### src/rtl/mcpu_ctrl_if.sv
// Control-unit <-> datapath bundle: IR, memory handshake and every datapath strobe.
// master = control unit (drives strobes), slave = datapath (drives IR / ready / zero).
interface mcpu_ctrl_if;
  logic [31:0] Inst;
  logic        MIO_ready;
  logic        zero;
  logic        MemRead;
  logic        MemWrite;
  logic        CPU_MIO;
  logic        IorD;
  logic        IRWrite;
  logic [1:0]  RegDst;
  logic        RegWrite;
  logic [1:0]  MemtoReg;
  logic        ALUSrcA;
  logic [1:0]  ALUSrcB;
  logic [2:0]  ALU_operation;
  logic [1:0]  PCSource;
  logic        PCWrite;
  logic        PCWriteCond;
  logic        Branch;
  logic        shift;
  logic        unsign;
  logic [4:0]  state_out;

  modport master (
    input  Inst, MIO_ready, zero,
    output MemRead, MemWrite, CPU_MIO, IorD, IRWrite, RegDst, RegWrite, MemtoReg,
           ALUSrcA, ALUSrcB, ALU_operation, PCSource, PCWrite, PCWriteCond,
           Branch, shift, unsign, state_out
  );

  modport slave (
    output Inst, MIO_ready, zero,
    input  MemRead, MemWrite, CPU_MIO, IorD, IRWrite, RegDst, RegWrite, MemtoReg,
           ALUSrcA, ALUSrcB, ALU_operation, PCSource, PCWrite, PCWriteCond,
           Branch, shift, unsign, state_out
  );
endinterface

### src/rtl/mcpu_ctrl.sv
// Multi-cycle MIPS-subset control unit: Moore FSM whose strobes are registered
// alongside the state, so each output set is decoded from the state being entered.
module mcpu_ctrl (
  input  logic       clk,
  input  logic       reset,
  mcpu_ctrl_if.master bus
);

  typedef enum logic [4:0] {
    S_IF    = 5'd0,
    S_ID    = 5'd1,
    S_MA    = 5'd2,
    S_MR    = 5'd3,
    S_LW_WB = 5'd4,
    S_MW    = 5'd5,
    S_R_EX  = 5'd6,
    S_R_WB  = 5'd7,
    S_BR    = 5'd8,
    S_J     = 5'd9,
    S_I_EX  = 5'd10,
    S_I_WB  = 5'd11,
    S_LUI   = 5'd12,
    S_JAL   = 5'd13,
    S_JR    = 5'd14
  } state_t;

  typedef struct packed {
    logic       mem_read;
    logic       mem_write;
    logic       iord;
    logic       ir_write;   // qualified by MIO_ready at the port
    logic [1:0] reg_dst;
    logic       reg_write;
    logic [1:0] mem_to_reg;
    logic       alu_src_a;
    logic [1:0] alu_src_b;
    logic [2:0] alu_op;
    logic [1:0] pc_source;
    logic       pc_write;
    logic       pc_write_cond;
    logic       branch;
    logic       shift;
    logic       unsign;
  } ctl_t;

  localparam logic [5:0] OP_RTYPE = 6'b000000, OP_J    = 6'b000010, OP_JAL  = 6'b000011,
                         OP_BEQ   = 6'b000100, OP_BNE  = 6'b000101, OP_ADDI = 6'b001000,
                         OP_SLTI  = 6'b001010, OP_ANDI = 6'b001100, OP_ORI  = 6'b001101,
                         OP_XORI  = 6'b001110, OP_LUI  = 6'b001111, OP_LW   = 6'b100011,
                         OP_SW    = 6'b101011;

  localparam logic [5:0] FN_ADD = 6'b100000, FN_SUB = 6'b100010, FN_AND = 6'b100100,
                         FN_OR  = 6'b100101, FN_XOR = 6'b100110, FN_NOR = 6'b100111,
                         FN_SLT = 6'b101010, FN_SRL = 6'b000010, FN_JR  = 6'b001000;

  localparam logic [2:0] ALU_AND = 3'b000, ALU_OR  = 3'b001, ALU_ADD = 3'b010, ALU_XOR = 3'b011,
                         ALU_NOR = 3'b100, ALU_SRL = 3'b101, ALU_SUB = 3'b110, ALU_SLT = 3'b111;

  state_t     state, state_nxt;
  ctl_t       ctl;
  logic [5:0] op, fun;
  logic       unused_ok;

  assign op  = bus.Inst[31:26];
  assign fun = bus.Inst[5:0];
  // zero is monitor-only; the branch decision lives in the datapath.
  assign unused_ok = &{1'b0, bus.zero, bus.Inst[25:6]};

  function automatic logic r_fun_legal(input logic [5:0] f);
    return f inside {FN_ADD, FN_SUB, FN_AND, FN_OR, FN_XOR, FN_NOR, FN_SLT, FN_SRL};
  endfunction

  function automatic ctl_t decode(input state_t s, input logic [5:0] o, input logic [5:0] f);
    ctl_t c;
    c = '0;
    case (s)
      S_IF: begin
        c.mem_read = 1'b1;  c.ir_write = 1'b1;     c.alu_src_b = 2'b01;
        c.alu_op   = ALU_ADD; c.pc_write = 1'b1;
      end
      S_ID:    begin c.alu_src_b = 2'b11; c.alu_op = ALU_ADD; end
      S_MA:    begin c.alu_src_a = 1'b1;  c.alu_src_b = 2'b10; c.alu_op = ALU_ADD; end
      S_MR:    begin c.mem_read  = 1'b1;  c.iord = 1'b1; end
      S_LW_WB: begin c.reg_write = 1'b1;  c.mem_to_reg = 2'b01; end
      S_MW:    begin c.mem_write = 1'b1;  c.iord = 1'b1; end
      S_R_EX: begin
        c.alu_src_a = 1'b1;
        case (f)
          FN_SUB:  c.alu_op = ALU_SUB;
          FN_AND:  c.alu_op = ALU_AND;
          FN_OR:   c.alu_op = ALU_OR;
          FN_XOR:  c.alu_op = ALU_XOR;
          FN_NOR:  c.alu_op = ALU_NOR;
          FN_SLT:  c.alu_op = ALU_SLT;
          FN_SRL:  begin c.alu_op = ALU_SRL; c.shift = 1'b1; end
          default: c.alu_op = ALU_ADD;
        endcase
      end
      S_R_WB: begin c.reg_write = 1'b1; c.reg_dst = 2'b01; end
      S_BR: begin
        c.alu_src_a = 1'b1; c.alu_op = ALU_SUB; c.pc_write_cond = 1'b1;
        c.pc_source = 2'b01; c.branch = (o == OP_BEQ);
      end
      S_J:   begin c.pc_write = 1'b1; c.pc_source = 2'b10; end
      S_JAL: begin
        c.pc_write  = 1'b1; c.pc_source = 2'b10;
        c.reg_write = 1'b1; c.reg_dst   = 2'b10; c.mem_to_reg = 2'b11;
      end
      S_JR:  begin c.pc_write = 1'b1; c.pc_source = 2'b11; end
      S_I_EX: begin
        c.alu_src_a = 1'b1; c.alu_src_b = 2'b10;
        case (o)
          OP_SLTI: c.alu_op = ALU_SLT;
          OP_ANDI: begin c.alu_op = ALU_AND; c.unsign = 1'b1; end
          OP_ORI:  begin c.alu_op = ALU_OR;  c.unsign = 1'b1; end
          OP_XORI: begin c.alu_op = ALU_XOR; c.unsign = 1'b1; end
          default: c.alu_op = ALU_ADD;
        endcase
      end
      S_I_WB: c.reg_write = 1'b1;
      S_LUI:  begin c.reg_write = 1'b1; c.mem_to_reg = 2'b10; end
      default: c = '0;
    endcase
    return c;
  endfunction

  // NOTE: every always_comb output gets a default before the case so no path can infer a latch.
  always_comb begin
    state_nxt = S_IF;
    case (state)
      S_IF: state_nxt = bus.MIO_ready ? S_ID : S_IF;
      S_ID: begin
        case (op)
          OP_LW, OP_SW:   state_nxt = S_MA;
          OP_RTYPE:       state_nxt = (fun == FN_JR)    ? S_JR :
                                      r_fun_legal(fun) ? S_R_EX : S_IF;
          OP_BEQ, OP_BNE: state_nxt = S_BR;
          OP_J:           state_nxt = S_J;
          OP_JAL:         state_nxt = S_JAL;
          OP_ADDI, OP_SLTI, OP_ANDI, OP_ORI, OP_XORI: state_nxt = S_I_EX;
          OP_LUI:         state_nxt = S_LUI;
          default:        state_nxt = S_IF;
        endcase
      end
      S_MA:    state_nxt = (op == OP_SW) ? S_MW : S_MR;
      S_MR:    state_nxt = bus.MIO_ready ? S_LW_WB : S_MR;
      S_MW:    state_nxt = bus.MIO_ready ? S_IF : S_MW;
      S_R_EX:  state_nxt = S_R_WB;
      S_I_EX:  state_nxt = S_I_WB;
      S_BR, S_J, S_JAL, S_JR: state_nxt = bus.MIO_ready ? S_IF : state;
      default: state_nxt = S_IF;
    endcase
  end

  // NOTE: sequential state uses non-blocking assignments so all registers update from pre-edge values.
  always_ff @(posedge clk) begin
    if (reset) begin
      state <= S_IF;
      ctl   <= decode(S_IF, op, fun);
    end else begin
      state <= state_nxt;
      ctl   <= decode(state_nxt, op, fun);
    end
  end

  assign bus.MemRead       = ctl.mem_read;
  assign bus.MemWrite      = ctl.mem_write;
  assign bus.CPU_MIO       = ctl.mem_read | ctl.mem_write;
  assign bus.IorD          = ctl.iord;
  assign bus.IRWrite       = ctl.ir_write & bus.MIO_ready;
  assign bus.RegDst        = ctl.reg_dst;
  assign bus.RegWrite      = ctl.reg_write;
  assign bus.MemtoReg      = ctl.mem_to_reg;
  assign bus.ALUSrcA       = ctl.alu_src_a;
  assign bus.ALUSrcB       = ctl.alu_src_b;
  assign bus.ALU_operation = ctl.alu_op;
  assign bus.PCSource      = ctl.pc_source;
  assign bus.PCWrite       = ctl.pc_write;
  assign bus.PCWriteCond   = ctl.pc_write_cond;
  assign bus.Branch        = ctl.branch;
  assign bus.shift         = ctl.shift;
  assign bus.unsign        = ctl.unsign;
  assign bus.state_out     = state;

endmodule

### src/flat_wrapper.sv
// flat-port wrapper written by rule: the top's interface ports become plain ports
module mcpu_ctrl_flat 
  (clk, reset, bus_Inst, bus_MIO_ready, bus_zero, bus_MemRead, bus_MemWrite, bus_CPU_MIO, bus_IorD, bus_IRWrite, bus_RegDst, bus_RegWrite, bus_MemtoReg, bus_ALUSrcA, bus_ALUSrcB, bus_ALU_operation, bus_PCSource, bus_PCWrite, bus_PCWriteCond, bus_Branch, bus_shift, bus_unsign, bus_state_out);
  mcpu_ctrl_if bus_i ();
  input  logic clk;
  input  logic reset;
  input wire logic [$bits(bus_i.Inst)-1:0] bus_Inst;
  input wire logic [$bits(bus_i.MIO_ready)-1:0] bus_MIO_ready;
  input wire logic [$bits(bus_i.zero)-1:0] bus_zero;
  output wire logic [$bits(bus_i.MemRead)-1:0] bus_MemRead;
  output wire logic [$bits(bus_i.MemWrite)-1:0] bus_MemWrite;
  output wire logic [$bits(bus_i.CPU_MIO)-1:0] bus_CPU_MIO;
  output wire logic [$bits(bus_i.IorD)-1:0] bus_IorD;
  output wire logic [$bits(bus_i.IRWrite)-1:0] bus_IRWrite;
  output wire logic [$bits(bus_i.RegDst)-1:0] bus_RegDst;
  output wire logic [$bits(bus_i.RegWrite)-1:0] bus_RegWrite;
  output wire logic [$bits(bus_i.MemtoReg)-1:0] bus_MemtoReg;
  output wire logic [$bits(bus_i.ALUSrcA)-1:0] bus_ALUSrcA;
  output wire logic [$bits(bus_i.ALUSrcB)-1:0] bus_ALUSrcB;
  output wire logic [$bits(bus_i.ALU_operation)-1:0] bus_ALU_operation;
  output wire logic [$bits(bus_i.PCSource)-1:0] bus_PCSource;
  output wire logic [$bits(bus_i.PCWrite)-1:0] bus_PCWrite;
  output wire logic [$bits(bus_i.PCWriteCond)-1:0] bus_PCWriteCond;
  output wire logic [$bits(bus_i.Branch)-1:0] bus_Branch;
  output wire logic [$bits(bus_i.shift)-1:0] bus_shift;
  output wire logic [$bits(bus_i.unsign)-1:0] bus_unsign;
  output wire logic [$bits(bus_i.state_out)-1:0] bus_state_out;
  assign bus_i.Inst = bus_Inst;
  assign bus_i.MIO_ready = bus_MIO_ready;
  assign bus_i.zero = bus_zero;
  assign bus_MemRead = bus_i.MemRead;
  assign bus_MemWrite = bus_i.MemWrite;
  assign bus_CPU_MIO = bus_i.CPU_MIO;
  assign bus_IorD = bus_i.IorD;
  assign bus_IRWrite = bus_i.IRWrite;
  assign bus_RegDst = bus_i.RegDst;
  assign bus_RegWrite = bus_i.RegWrite;
  assign bus_MemtoReg = bus_i.MemtoReg;
  assign bus_ALUSrcA = bus_i.ALUSrcA;
  assign bus_ALUSrcB = bus_i.ALUSrcB;
  assign bus_ALU_operation = bus_i.ALU_operation;
  assign bus_PCSource = bus_i.PCSource;
  assign bus_PCWrite = bus_i.PCWrite;
  assign bus_PCWriteCond = bus_i.PCWriteCond;
  assign bus_Branch = bus_i.Branch;
  assign bus_shift = bus_i.shift;
  assign bus_unsign = bus_i.unsign;
  assign bus_state_out = bus_i.state_out;
  mcpu_ctrl u_core (.clk(clk), .reset(reset), .bus(bus_i));
endmodule
### config.mk
export PLATFORM = sky130hd
export DESIGN_NAME = mcpu_ctrl_flat
export DESIGN_NICKNAME = d
export VERILOG_FILES = /design/src/rtl/mcpu_ctrl_if.sv /design/src/rtl/mcpu_ctrl.sv /design/src/flat_wrapper.sv
export SDC_FILE = /design/constraint.sdc
export NUM_CORES = 1
export LEC_CHECK = 0
export CORE_ASPECT_RATIO = 2
export CORE_MARGIN = 2
export CORE_UTILIZATION = 35
export CTS_BUF_LIST = sky130_fd_sc_hd__clkbuf_4
export CTS_CLUSTER_SIZE = 28
export DETAILED_ROUTE_END_ITERATION = 10
export GPL_ROUTABILITY_DRIVEN = 0
export HOLD_SLACK_MARGIN = 0.03
export PLACE_DENSITY = 0.68
export REMOVE_ABC_BUFFERS = 1
export SYNTH_ARGS = -nofsm -noshare
export SYNTH_HDL_FRONTEND = slang
export SYNTH_SLANG_ARGS = --single-unit
### constraint.sdc
create_clock -name clk -period 2.21 [get_ports clk]
set_input_delay 0.3315 -clock clk [delete_from_list [all_inputs] [get_ports clk]]
set_output_delay 0.3315 -clock clk [all_outputs]
set_load 0.01 [all_outputs]
==> summary.log <==
qor: status.run_status finished, final reports clean
qor: timing.layout_worst_path_cycle_share 0.9578
qor: placement.dpl.hpwl 3.792 mm
qor: logic_synthesis.ys_warn_count 0
qor: detailed_routing.drt_iter0_markers 44
qor: logic_synthesis.yosys.cell_types.count 62
qor: clock_tree.tritoncts built
qor: timing.finalClockSkew 0.002066 ns
qor: detailed_routing.detailedRoute.firstPassIterationCount 4
qor: layout.syn2layout_area_growth 49.64%
qor: timing.post_route_setup_tns 0 ns
qor: critical_path.cp.arrival 1.79 ns
qor: detailed_routing.avg_wl_per_cell 13.25 um
qor: floorplan.fp.dieArea 5598 um^2
qor: floorplan.die_y 103.8 um
qor: logic_synthesis.synth_seq_area_share 0.3099
qor: clock_tree.worstSkewPairLatency 0.32 ns
qor: clock_tree.cts.reportedPaths.clkPinSlew 0.15 ns
qor: grt.grt.overflow.total 0
qor: pwr.design_power_total 0.0009154 W
qor: grt.vias_in_the_first_global_route 1749
qor: critical_path.worstSetupStartpointType input port
qor: clock_tree.numClockSinks 27
qor: detailed_routing.wl 4.611 mm
qor: grt.antenna_found_initial 0
qor: logic_synthesis.async_reset_ff_frac 0
qor: job.timing.max_cap.violations 0
qor: floorplan.floorplan.initialDensity 0.3619
qor: pwr.ir_drop 0.2147 mV
qor: logic_synthesis.synthFlopType dfxtp_1
qor: clock_tree.number_of_buffers_created_by_cts 3
qor: timing.post-route-min-period 2.117 ns
qor: logic_synthesis.synth_cells 208
qor: critical_path.worstSetupPathType input port to output port
qor: logic_synthesis.synth_enable_flop_cells 0
qor: clock_tree.cts.htree.levels 1
qor: timing.rsz0062_at_grt false
qor: pwr.p_leak 1.111 nW
qor: grt.track_usage 0.1787
qor: layout.final_cell_area 2610 um^2
qor: grt.grt_start_max_net_pins 17
qor: layout.fill_cells 451
qor: clock_tree.cts_root_buffer clkbuf_4
qor: timing.highest_clock_rate 0.4724 GHz
qor: critical_path.cp_data_required_time 1.88 ns
qor: timing.hold_viol 0
qor: critical_path.critPathCaptureType output port
qor: layout.final_nets 328
qor: logic_synthesis.syn-cell-area 1744 um^2
qor: clock_tree.max-clock-path-buffers 2
qor: detailed_routing.vias 1802
qor: layout.layout-drive-gt1-share 0.3196
qor: placement.port-buffer-count 42
qor: detailed_routing.drcViolationCount 0
qor: grt.grt_pass1_wl 7.693 mm
qor: logic_synthesis.register_bit_total_from_synthesis 27
qor: floorplan.coreArea 4820 um^2
qor: floorplan.pin_count 64
qor: detailed_routing.detail-route-antenna-nets 0
qor: critical_path.cp_max_fo 9
qor: pwr.powerDensity 350.7 nW/um^2
qor: floorplan.placement_rows 36
qor: timing.report.final.setup_viol 0
qor: min_path.worstHoldPathType input port to flop
qor: layout.diodes 0
qor: timing.report.final.slew_viol_count 0
qor: detailed_routing.vias_per_cell 5.178
qor: logic_synthesis.avgSynthCellArea 8.385 um^2
qor: floorplan.die_width 53.92 um
qor: placement.post_dp_cell_area 2499 um^2
==> state kept, by name (all words and copies together), names as in the netlist <==
register / flops
u_core.bus.state_out: 5
u_core.bus.ALU_operation: 3
u_core.bus.ALUSrcB: 2
u_core.bus.MemtoReg: 2
u_core.bus.PCSource: 2
u_core.bus.RegDst: 2
u_core.bus.ALUSrcA: 1
u_core.bus.Branch: 1
u_core.bus.IorD: 1
u_core.bus.MemRead: 1
u_core.bus.MemWrite: 1
u_core.bus.PCWrite: 1
u_core.bus.PCWriteCond: 1
u_core.bus.RegWrite: 1
u_core.bus.shift: 1
u_core.bus.unsign: 1
u_core.ctl: 1
==> cell families (layout without fill, tap and decap cells) <==
logic type / Yosys count / count (layout) / share of synthesized area
flops: 27 / 27 / 0.3099
simple gates: 96 / 96 / 0.3257
compound gates: 46 / 46 / 0.2037
xor+xnor: 3 / 3 / 0.01507
other cells: 1 / 1 / 0.002150
mux: 2 / 2 / 0.01148
buf+inv: 33 / 116 / 0.1320
==> critical path, stage by stage <==
cell and delay (ns):
clkdlybuf4s50_1 0.52, buf_4 0.13, buf_4 0.15, and2_1 0.13
clkdlybuf4s50_1 0.52
==> path summary, 6_finish.rpt <==
kind	from	endpoint	slack [ns]	cells past startpoint
max	bus_MIO_ready	bus_IRWrite	0.09	5
min	bus_Inst[5]	u_core.bus.ALU_operation[0]$_SDFF_PP0_	0.48	4
min reg2reg	u_core.bus.state_out[4]$_SDFF_PP0_	u_core.bus.ALUSrcB[1]$_SDFF_PP0_	0.75	4
max reg2reg	u_core.bus.state_out[2]$_SDFF_PP0_	u_core.bus.ALU_operation[1]$_SDFF_PP1_	0.11	8
==> Yosys cell counts (5+ instances only) <==
cell type | number | share of area
nand3_1 | 6 | 0.017
buf_6 | 6 | 0.039
nand2_1 | 15 | 0.032
a21oi_1 | 8 | 0.023
nor2b_1 | 12 | 0.043
nand2b_1 | 5 | 0.018
nor2_1 | 15 | 0.032
nor3_1 | 12 | 0.034
nand4_1 | 5 | 0.018
buf_4 | 15 | 0.065
o21ai_0 | 6 | 0.017
dfxtp_1 | 27 | 0.31
inv_1 | 6 | 0.013
==> where the power goes <==
group / switching, W / internal [W] / leakage, nW
registers: 0.00000384 / 0.000494 / 0.220
logic: 0.0000959 / 0.000107 / 0.877
clock network: 0.000146 / 0.0000691 / 0.0139
total: 0.000246 / 0.000670 / 1.11
==> metal layers <==
| metal | up-vias | track usage | wire [um] |
|---|---|---|---|
| met5 | - | 0 | 0 |
| met4 | 0 | 0.08059 | 129 |
| met3 | 12 | 0.004323 | 120 |
| met2 | 43 | 0.3380 | 2747 |
| met1 | 848 | 0.1858 | 1614 |
| li1 | 899 | - | - |
==> timing repair <==
item | CTS | global route
setup endpoints to repair | 7 | 16
pin swaps | 1 | 8
hold buffers | 0 | 0
gates resized for setup | 8 | 14
buffers inserted | 0 | 3
==> per-stage QoR <==
stage	hold WS (ns)	cells	util	setup WS, ns
6_report	0.4805	348	0.5415	0.09334
5_1_grt	0.5072	348	0.5415	0.005604
4_1_cts	0.6073	345	0.5247	0.01085
3_5_place_dp	0.7241	341	0.5184	-0.4072
3_3_place_gp	0.7328	341	0.5184	-0.4072
2_1_floorplan	0.4006	181	-	0.06768
==> layout by cell type, fill, tap and decap left out, types with 3 or more instances in the layout <==
cell type / count
nand2b_1: 5
nor2_1: 14
o22ai_1: 3
o21ai_0: 6
dfxtp_1: 25
a21oi_1: 8
nand2_1: 15
nand4_1: 5
nor3_1: 10
dlygate4sd2_1: 5
nor2b_1: 12
inv_1: 6
dlymetal6s2s_1: 5
nand3_1: 6
nor3_2: 3
clkdlybuf4s50_1: 32
buf_4: 63
clkbuf_4: 3
a211oi_1: 3
and4b_1: 3
==> layout make-up <==
cell class / count / area, um^2 / share of cell area
Clock buffer: 3 / 22.52 / 0.008629
Clock inverter: 1 / 7.507 / 0.002876
Inverter: 6 / 22.52 / 0.008629
Multi-Input combinational cell: 148 / 1023 / 0.3921
Sequential cell: 27 / 543.0 / 0.2081
Tap cell: 57 / 71.32 / 0.02733
Timing Repair Buffer: 106 / 919.6 / 0.3523
Power figures use the tool's default switching activity.
